==> src/rtl/maxnet_engine.sv <==
// rtl/maxnet_engine.sv - MAXNET winner-take-all engine with lateral inhibition iterations
module maxnet_engine #(
   parameter int N      = 4,
   parameter int W      = 5,
   parameter int K      = 2,
   parameter int MAX_IT = 15
) (
   input  logic                                  clk,
   input  logic                                  rst,
   input  logic                                  start,
   input  logic [N*W-1:0]                        b_in,
   output logic                                  busy,
   output logic                                  done,
   output logic [W-1:0]                          result,
   output logic [((N > 2) ? $clog2(N) : 1)-1:0] winner,
   output logic                                  none,
   output logic                                  timeout
);

   localparam int IW = (N > 2) ? $clog2(N) : 1;
   localparam int SW = W + IW;
   localparam int CW = (MAX_IT < 2) ? 1 : $clog2(MAX_IT + 1);

   typedef enum logic [1:0] {
      S_IDLE,
      S_ITER,
      S_DONE
   } state_t;

   state_t         state;
   logic [W-1:0]   a [N];
   logic [W-1:0]   b [N];
   logic [CW-1:0]  it_cnt;

   logic [SW-1:0]  sum;
   logic [IW:0]    nz_cnt;
   logic [IW-1:0]  first_nz;
   logic           found;
   logic [W-1:0]   next_a [N];
   logic           all_zero_next;
   logic [SW-1:0]  inhib;

   // Inhibition of channel i is the sum of all other channels scaled by 2^-K;
   // the subtraction saturates at zero instead of wrapping.
   always_comb begin
      sum           = '0;
      nz_cnt        = '0;
      first_nz      = '0;
      found         = 1'b0;
      all_zero_next = 1'b1;
      inhib         = '0;
      for (int i = 0; i < N; i++) begin
         sum = sum + SW'(a[i]);
         if (a[i] != '0) begin
            nz_cnt = nz_cnt + (IW+1)'(1);
            if (!found) begin
               first_nz = IW'(i);
               found    = 1'b1;
            end
         end
      end
      for (int i = 0; i < N; i++) begin
         inhib = (sum - SW'(a[i])) >> K;
         if (inhib >= SW'(a[i])) begin
            next_a[i] = '0;
         end else begin
            next_a[i] = a[i] - W'(inhib);
         end
         if (next_a[i] != '0) begin
            all_zero_next = 1'b0;
         end
      end
   end

   always_ff @(posedge clk) begin
      if (rst) begin
         state   <= S_IDLE;
         it_cnt  <= '0;
         busy    <= 1'b0;
         done    <= 1'b0;
         result  <= '0;
         winner  <= '0;
         none    <= 1'b0;
         timeout <= 1'b0;
         for (int i = 0; i < N; i++) begin
            a[i] <= '0;
            b[i] <= '0;
         end
      end else begin
         case (state)
            S_IDLE: begin
               done <= 1'b0;
               if (start) begin
                  for (int i = 0; i < N; i++) begin
                     a[i] <= b_in[i*W +: W];
                     b[i] <= b_in[i*W +: W];
                  end
                  it_cnt <= '0;
                  busy   <= 1'b1;
                  state  <= S_ITER;
               end
            end
            S_ITER: begin
               if (nz_cnt <= (IW+1)'(1)) begin
                  // zero or one survivor: resolve without touching A
                  winner  <= (nz_cnt == '0) ? '0 : first_nz;
                  result  <= (nz_cnt == '0) ? '0 : b[first_nz];
                  none    <= (nz_cnt == '0);
                  timeout <= 1'b0;
                  done    <= 1'b1;
                  state   <= S_DONE;
               end else if (it_cnt == CW'(MAX_IT)) begin
                  winner  <= first_nz;
                  result  <= b[first_nz];
                  none    <= 1'b0;
                  timeout <= 1'b1;
                  done    <= 1'b1;
                  state   <= S_DONE;
               end else if (all_zero_next) begin
                  // the update would wipe out every channel; keep the lowest survivor
                  winner  <= first_nz;
                  result  <= b[first_nz];
                  none    <= 1'b0;
                  timeout <= 1'b0;
                  done    <= 1'b1;
                  state   <= S_DONE;
               end else begin
                  for (int i = 0; i < N; i++) begin
                     a[i] <= next_a[i];
                  end
                  it_cnt <= it_cnt + CW'(1);
               end
            end
            S_DONE: begin
               done  <= 1'b0;
               busy  <= 1'b0;
               state <= S_IDLE;
            end
            default: begin
               done  <= 1'b0;
               busy  <= 1'b0;
               state <= S_IDLE;
            end
         endcase
      end
   end

endmodule

==> config.mk <==
export PLATFORM = sky130hd
export DESIGN_NAME = maxnet_engine
export DESIGN_NICKNAME = d
export VERILOG_FILES = /design/src/rtl/maxnet_engine.sv
export SDC_FILE = /design/constraint.sdc
export NUM_CORES = 1
export LEC_CHECK = 0
export ABC_AREA = 1
export BUFFER_PORTS_ARGS = -buffer_cell sky130_fd_sc_hd__buf_2
export CAP_MARGIN = 20
export CORE_AREA = 2 2 100 102
export CTS_CLUSTER_DIAMETER = 30
export DETAILED_ROUTE_END_ITERATION = 10
export DIE_AREA = 0 0 102 104
export PLACE_DENSITY_LB_ADDON = 0.1
export SLEW_MARGIN = 25
export SYNTH_ARGS = -nofsm -noshare
export SYNTH_HDL_FRONTEND = slang
export SYNTH_SLANG_ARGS = --single-unit
export TNS_END_PERCENT = 30
==> constraint.sdc <==
create_clock -name clk -period 5.6 [get_ports clk]
set_clock_uncertainty 0.1 [all_clocks]
set_input_delay 0.84 -clock clk [delete_from_list [all_inputs] [get_ports clk]]
set_output_delay 0.84 -clock clk [all_outputs]
set_load 0.01 [all_outputs]
==> results of run 1 <==
==> critical path: stages (launching register included) <==
cell and delay [ns]:
edfxtp_1 0.41, inv_2 0.09, fa_1 0.42, fa_1 0.48
inv_1 0.04, ha_2 0.19, fa_2 0.67, ha_4 0.23
a21o_1 0.18, a21o_1 0.21, a21oi_2 0.16, buf_4 0.12
xor2_1 0.15, ha_1 0.30, nand2_2 0.09, inv_1 0.05
nand2_1 0.07, nand3_2 0.08, nand2_2 0.12, nor2_2 0.06
nor2_1 0.10, nand2_1 0.06, nor2_2 0.12, nand3_2 0.14
nand3_4 0.14, nand2_4 0.09, inv_8 0.14, nand2_4 0.08
==> state kept, by name, indices dropped and copies added, names as in the netlist <==
signal,flops
a,20
b,20
busy,1
done,1
it_cnt,4
none,1
result,5
state,2
timeout,1
winner,2
==> layout by cell type, fill, tap and decap left out, types with 3 or more instances in the layout <==
master and count:
a21oi_2 8, clkbuf_1 3, nand4_1 11, o21ai_0 11, nand3b_1 8, or2_2 9, nand2_4 7, inv_1 120
dfxtp_1 17, ha_4 3, edfxtp_1 40, nand2_1 126, xnor2_1 12, nand3_1 33, fa_1 13, ha_1 46
buf_4 28, inv_2 7, o211ai_1 8, nor2_1 39, clkbuf_8 9, a21oi_1 20, nand2_2 7, buf_2 33
o22ai_1 13, xor2_1 12, nor2_2 8, o21ai_2 4, nand3_2 4, clkinv_2 3
==> final cells by class <==
cell class	count	area (µm²)
inverters	130	495
repair buffers	63	420
flip-flops and latches	57	1540
well taps	133	166
multi-input cells	425	2970
fillers	901	3790
clock inverters	4	21.3
clock buffers	12	135
==> logic make-up after synthesis <==
logic type | Yosys count | share of synthesized area [%]
fa+ha+maj | 65 | 18.8
flops | 57 | 31.5
compound gates | 73 | 9.16
simple gates | 259 | 24.2
buf+inv | 140 | 11.2
mux | 1 | 0.281
xor+xnor | 27 | 4.84
==> timing repair <==
action / 4_1_cts / 5_1_grt
pin swaps: 0 / 22
hold endpoints to repair: 0 / 0
hold buffers: 0 / 0
setup endpoints to repair: 27 / 56
setup buffers: 0 / 12
cloned: 0 / 1
gates resized for setup: 1 / 50
==> path summary, 6_finish.rpt <==
kind	cells after the start	to	from
max	27	a[3][4]	a[3][1]
min	2	result[1]	result[1]
max reg2reg	27	a[3][4]	a[3][1]
min reg2reg	2	result[1]	result[1]
==> stage by stage <==
step                TNS, ns  instances
global route          -1.81        824
finish                    0        824
detailed placement   -0.543        795
CTS                       0        811
global placement          0        795
floorplan                 0        622
==> per-layer routing <==
metal  vias up  track usage (%)
met4         0             4.95
met3        26             3.29
met1      1981             35.0
met5         -                0
li1       2135                -
met2        96             38.0
==> results.sh, run 1 <==
export IMPL_end_kind="register"
export IMPL_syn_area_per_cell_um2=7.86
export IMPL_root_buffer="clkbuf_8"
export IMPL_cp_data_required_time_ns=5.56
export IMPL_yosysMostFrequentCell="nand2_1"
export IMPL_ant_nets=0
export IMPL_worst_hold_path_type="register to register"
export IMPL_area_growth_synth_to_final_pct=17.7
export IMPL_clock_path_buffers=2
export IMPL_final_min_clock_period_ns=5.38
export IMPL_route_vias_total=4238
export IMPL_post_route_worst_setup_slack_ns=0.224
export IMPL_maximum_number_of_pins_on_one_net_before_global_route_repair=34
export IMPL_syn_num_nets=710
export IMPL_design_final_nets=774
export IMPL_dominantRegCellSynth="edfxtp_1"
export IMPL_cts_htree_levels=3
export IMPL_drcViolationCount=0
export IMPL_ios=34
export IMPL_finalMaxSlewViolations=0
export IMPL_outcome="finished, final reports clean"
export IMPL_route_final_wire_length_mm=12.4
export IMPL_hold_ws_ns=0.362
export IMPL_cts_tree="built"
export IMPL_placeableCoreArea_um2=9550
export IMPL_setup_violations_final=0
export IMPL_vias_per_cell=5.14
export IMPL_synth_top_cells_by_count="134 x nand2_1, 125 x inv_1, 51 x ha_1"
export IMPL_synth_top_cells_by_area="edfxtp_1 25%, ha_1 13%, nand2_1 10%, inv_1 9.6%, dfxtp_1 7.0%"
export IMPL_antennaDiodeCount=0
export IMPL_initial_utilization_pct=51.2
export IMPL_grt_pass1_wl_mm=19.9
export IMPL_die_area_um2=10600
export IMPL_clock_latency_ns=0.33
export IMPL_critical_path_class="register to register"
export IMPL_critical_path_startpoint_type="register"
export IMPL_synth_enable_flop_cells=40
export IMPL_dr_wl_met3_um=520
export IMPL_detail_route_wl_per_cell_um=15.1
export IMPL_rsz0062_at_grt="true"
export IMPL_place_ws_ns=-0.0444
export IMPL_row_count=36
export IMPL_dpl_cell_area_um2=5290
export IMPL_top_layer_used="met4"
export IMPL_die_h_um=104
export IMPL_place_gp_congestion=0.884
export IMPL_timing_fmax_mhz=186
export IMPL_utilization_pct=60.3
export IMPL_yosys_warnings=0
export IMPL_count_of_final_hold_check_violations=0
export IMPL_clock_sinks=57
export IMPL_layout_drive_gt1_share_pct=21.3
export IMPL_clock_slew_seen_by_the_registers_of_the_worst_setup_and_hold_paths_ns=0.07
export IMPL_synth_top_area_share_pct=24.6
export IMPL_worst_r2r_setup_slack_ns=0.22
export IMPL_met1Wirelength_mm=5.93
export IMPL_max_cap_violations=0
export IMPL_globalRouteTotalUtil_pct=24.0
export IMPL_timing_final_crit_share_pct=96.0
export IMPL_die_width_um=102
export IMPL_initial_antenna_violation_count=0
export IMPL_firstDrtPassIters=6
export IMPL_synth_cell_area_um2=4890
export IMPL_synth_yosys_seq_area_share_pct=31.5
export IMPL_synth_largest_area_cell="edfxtp_1"
export IMPL_slew_headroom_pct=29.2
export IMPL_wl_met2_mm=5.75
export IMPL_synthCells=622
export IMPL_worst_ep_arrival_time_ns=5.34
export IMPL_place_port_buffers=33
export IMPL_worst_slew_pin_slew_ns=1.06
export IMPL_timing_critical_path_fanout_max=5
export IMPL_drtIter0Drc=223
export IMPL_postLayoutCellArea_um2=5750
export IMPL_grt_pass1_vias=4058
export IMPL_async_flop_share_pct=0
export IMPL_dp_hpwl_mm=9.93
export IMPL_cts_inserted_buffers=9
export IMPL_synth_ff_latch_count=57
export IMPL_netlist_cell_type_count=42
export IMPL_overflow_after_grt=0
Power of run 1 is left out: the tool's default activity adds up to more than one toggle a clock period on the data nets, which glitch-free logic cannot reach.
==> run 2, diff against run 1 <==
PLACE_DENSITY = 0.7   (was not set)
PLACE_DENSITY_LB_ADDON = not set   (was 0.1)
==> results.sh, run 2 (same netlist as run 1, synthesis figures left out) <==
export IMPL_outcome="finished, final reports clean"
export IMPL_met1Wirelength_mm=5.41
export IMPL_timing_final_crit_share_pct=98.5
export IMPL_die_h_um=104
export IMPL_hold_ws_ns=0.359
export IMPL_root_buffer="clkbuf_8"
export IMPL_clock_latency_ns=0.34
export IMPL_crit_path_start="a[1][1]"
export IMPL_cp_data_required_time_ns=5.56
export IMPL_critical_path_max_stage_delay_ns=0.71
export IMPL_setup_violations_final=0
export IMPL_critical_path_startpoint_type="register"
export IMPL_row_count=36
export IMPL_dr_wl_met3_um=746
export IMPL_cts_tree="built"
export IMPL_critical_path_class="register to register"
export IMPL_worst_slew_pin_slew_ns=1.01
export IMPL_cts_htree_levels=3
export IMPL_detail_route_wl_per_cell_um=15.6
export IMPL_worst_hold_path_type="register to register"
export IMPL_die_area_um2=10600
export IMPL_final_min_clock_period_ns=5.52
export IMPL_wl_met2_mm=6.13
export IMPL_globalRouteTotalUtil_pct=24.3
export IMPL_grt_pass1_vias=4276
export IMPL_vias_per_cell=5.34
export IMPL_critPathSlowestCell="fa_2"
export IMPL_layout_area_seq_um2=1540
export IMPL_reg_top3="a: 20 flops, b: 20 flops, result: 5 flops"
export IMPL_place_port_buffers=33
export IMPL_route_final_wire_length_mm=12.7
export IMPL_initial_utilization_pct=51.2
export IMPL_final_instance_count_excl_fill=816
export IMPL_timing_fmax_mhz=181
export IMPL_ant_nets=0
export IMPL_placeableCoreArea_um2=9550
export IMPL_top_layer_used="met4"
export IMPL_fillCellCount=851
export IMPL_cts_hold_repair_buffers=0
export IMPL_slew_headroom_pct=32.1
export IMPL_drcViolationCount=0
export IMPL_route_vias_total=4356
export IMPL_reg_to_reg_endpoint="a[3][0]"
export IMPL_die_width_um=102
export IMPL_clock_sinks=57
export IMPL_finalMaxSlewViolations=0
export IMPL_place_gp_congestion=0.972
export IMPL_initial_antenna_violation_count=0
export IMPL_rsz0062_at_grt="true"
export IMPL_crit_top_cell="nand2_1"
export IMPL_area_growth_synth_to_final_pct=19.0
export IMPL_timing_critical_path_fanout_max=5
export IMPL_post_route_worst_setup_slack_ns=0.0823
export IMPL_layout_common_cells="123 x nand2_1, 116 x inv_1, 44 x ha_1"
export IMPL_worst_setup_path_endpoint="a[3][0]"
export IMPL_count_of_final_hold_check_violations=0
export IMPL_multi_input_area_um2=3040
export IMPL_maximum_number_of_pins_on_one_net_before_global_route_repair=34
export IMPL_layout_cells_most_common="nand2_1"
export IMPL_worst_ep_arrival_time_ns=5.48
export IMPL_overflow_after_grt=0
export IMPL_drtIter0Drc=311
export IMPL_place_ws_ns=-0.0611
export IMPL_firstDrtPassIters=5
export IMPL_rr_startpoint="a[1][1]"
export IMPL_placed_cells_incl_taps=790
export IMPL_clock_slew_seen_by_the_registers_of_the_worst_setup_and_hold_paths_ns=0.07
export IMPL_max_cap_violations=0
export IMPL_r2r_cell_count=27
export IMPL_grt_pass1_wl_mm=20.2
export IMPL_ios=34
export IMPL_antennaDiodeCount=0
export IMPL_clock_path_buffers=2
export IMPL_cts_inserted_buffers=9
export IMPL_worst_r2r_setup_slack_ns=0.08
export IMPL_layout_drive_gt1_share_pct=22.3
export IMPL_end_kind="register"
export IMPL_design_final_nets=766
export IMPL_dp_hpwl_mm=9.86
run 2: worst max-delay path, delay by kind of cell (launching register included):
| kind | cells | cell delay (ns) |
|---|---|---|
| DFF | 1 | 0.41 |
| buffers and inverters | 5 | 0.45 |
| xor gates and xnor gates | 1 | 0.13 |
| adders and majority gates | 6 | 2.40 |
| and+or+nand+nor | 10 | 1.07 |
| AOI/OAI and AO/OA | 5 | 0.68 |
run 2: layer usage:
layer	global-route usage (%)	vias up
met5	0	-
met4	8.57	0
met3	4.77	34
met2	39.4	144
met1	32.1	2064
li1	-	2114
run 2: worst min path at each step:
stage | startpoint | endpoint | slack (ns) | cells past startpoint
floorplan | it_cnt[1] | it_cnt[1] | 0.36 | 2
global placement | timeout | timeout | 0.35 | 2
detailed placement | timeout | timeout | 0.35 | 2
CTS | timeout | timeout | 0.36 | 2
global route | result[0] | result[0] | 0.39 | 2
finish | timeout | timeout | 0.36 | 2
run 2: final cells by class:
cell class | instances | share of cell area [%]
Clock inverter | 5 | 0.903
Clock buffer | 11 | 2.43
Inverter | 130 | 8.52
Timing Repair Buffer | 55 | 6.47
Multi-Input combinational cell | 425 | 52.3
Sequential cell | 57 | 26.5
Tap cell | 133 | 2.86
run 2: timing repair:
| action | CTS | global route |
|---|---|---|
| pin swaps | 0 | 27 |
| endpoints found under the setup margin | 36 | 56 |
| gates cloned | 0 | 2 |
| setup buffers | 0 | 8 |
| gates resized for setup | 2 | 65 |
run 2: per-stage QoR:
stage / area (µm²) / TNS (ns) / utilization [%]
floorplan: 4890 / 0 / -
global placement: 5250 / 0 / 55.0
detailed placement: 5250 / -1.12 / 55.0
CTS: 5460 / 0 / 57.1
global route: 5820 / -5.05 / 60.9
finish: 5820 / 0 / 60.9
Power of run 2 is left out for the same reason.
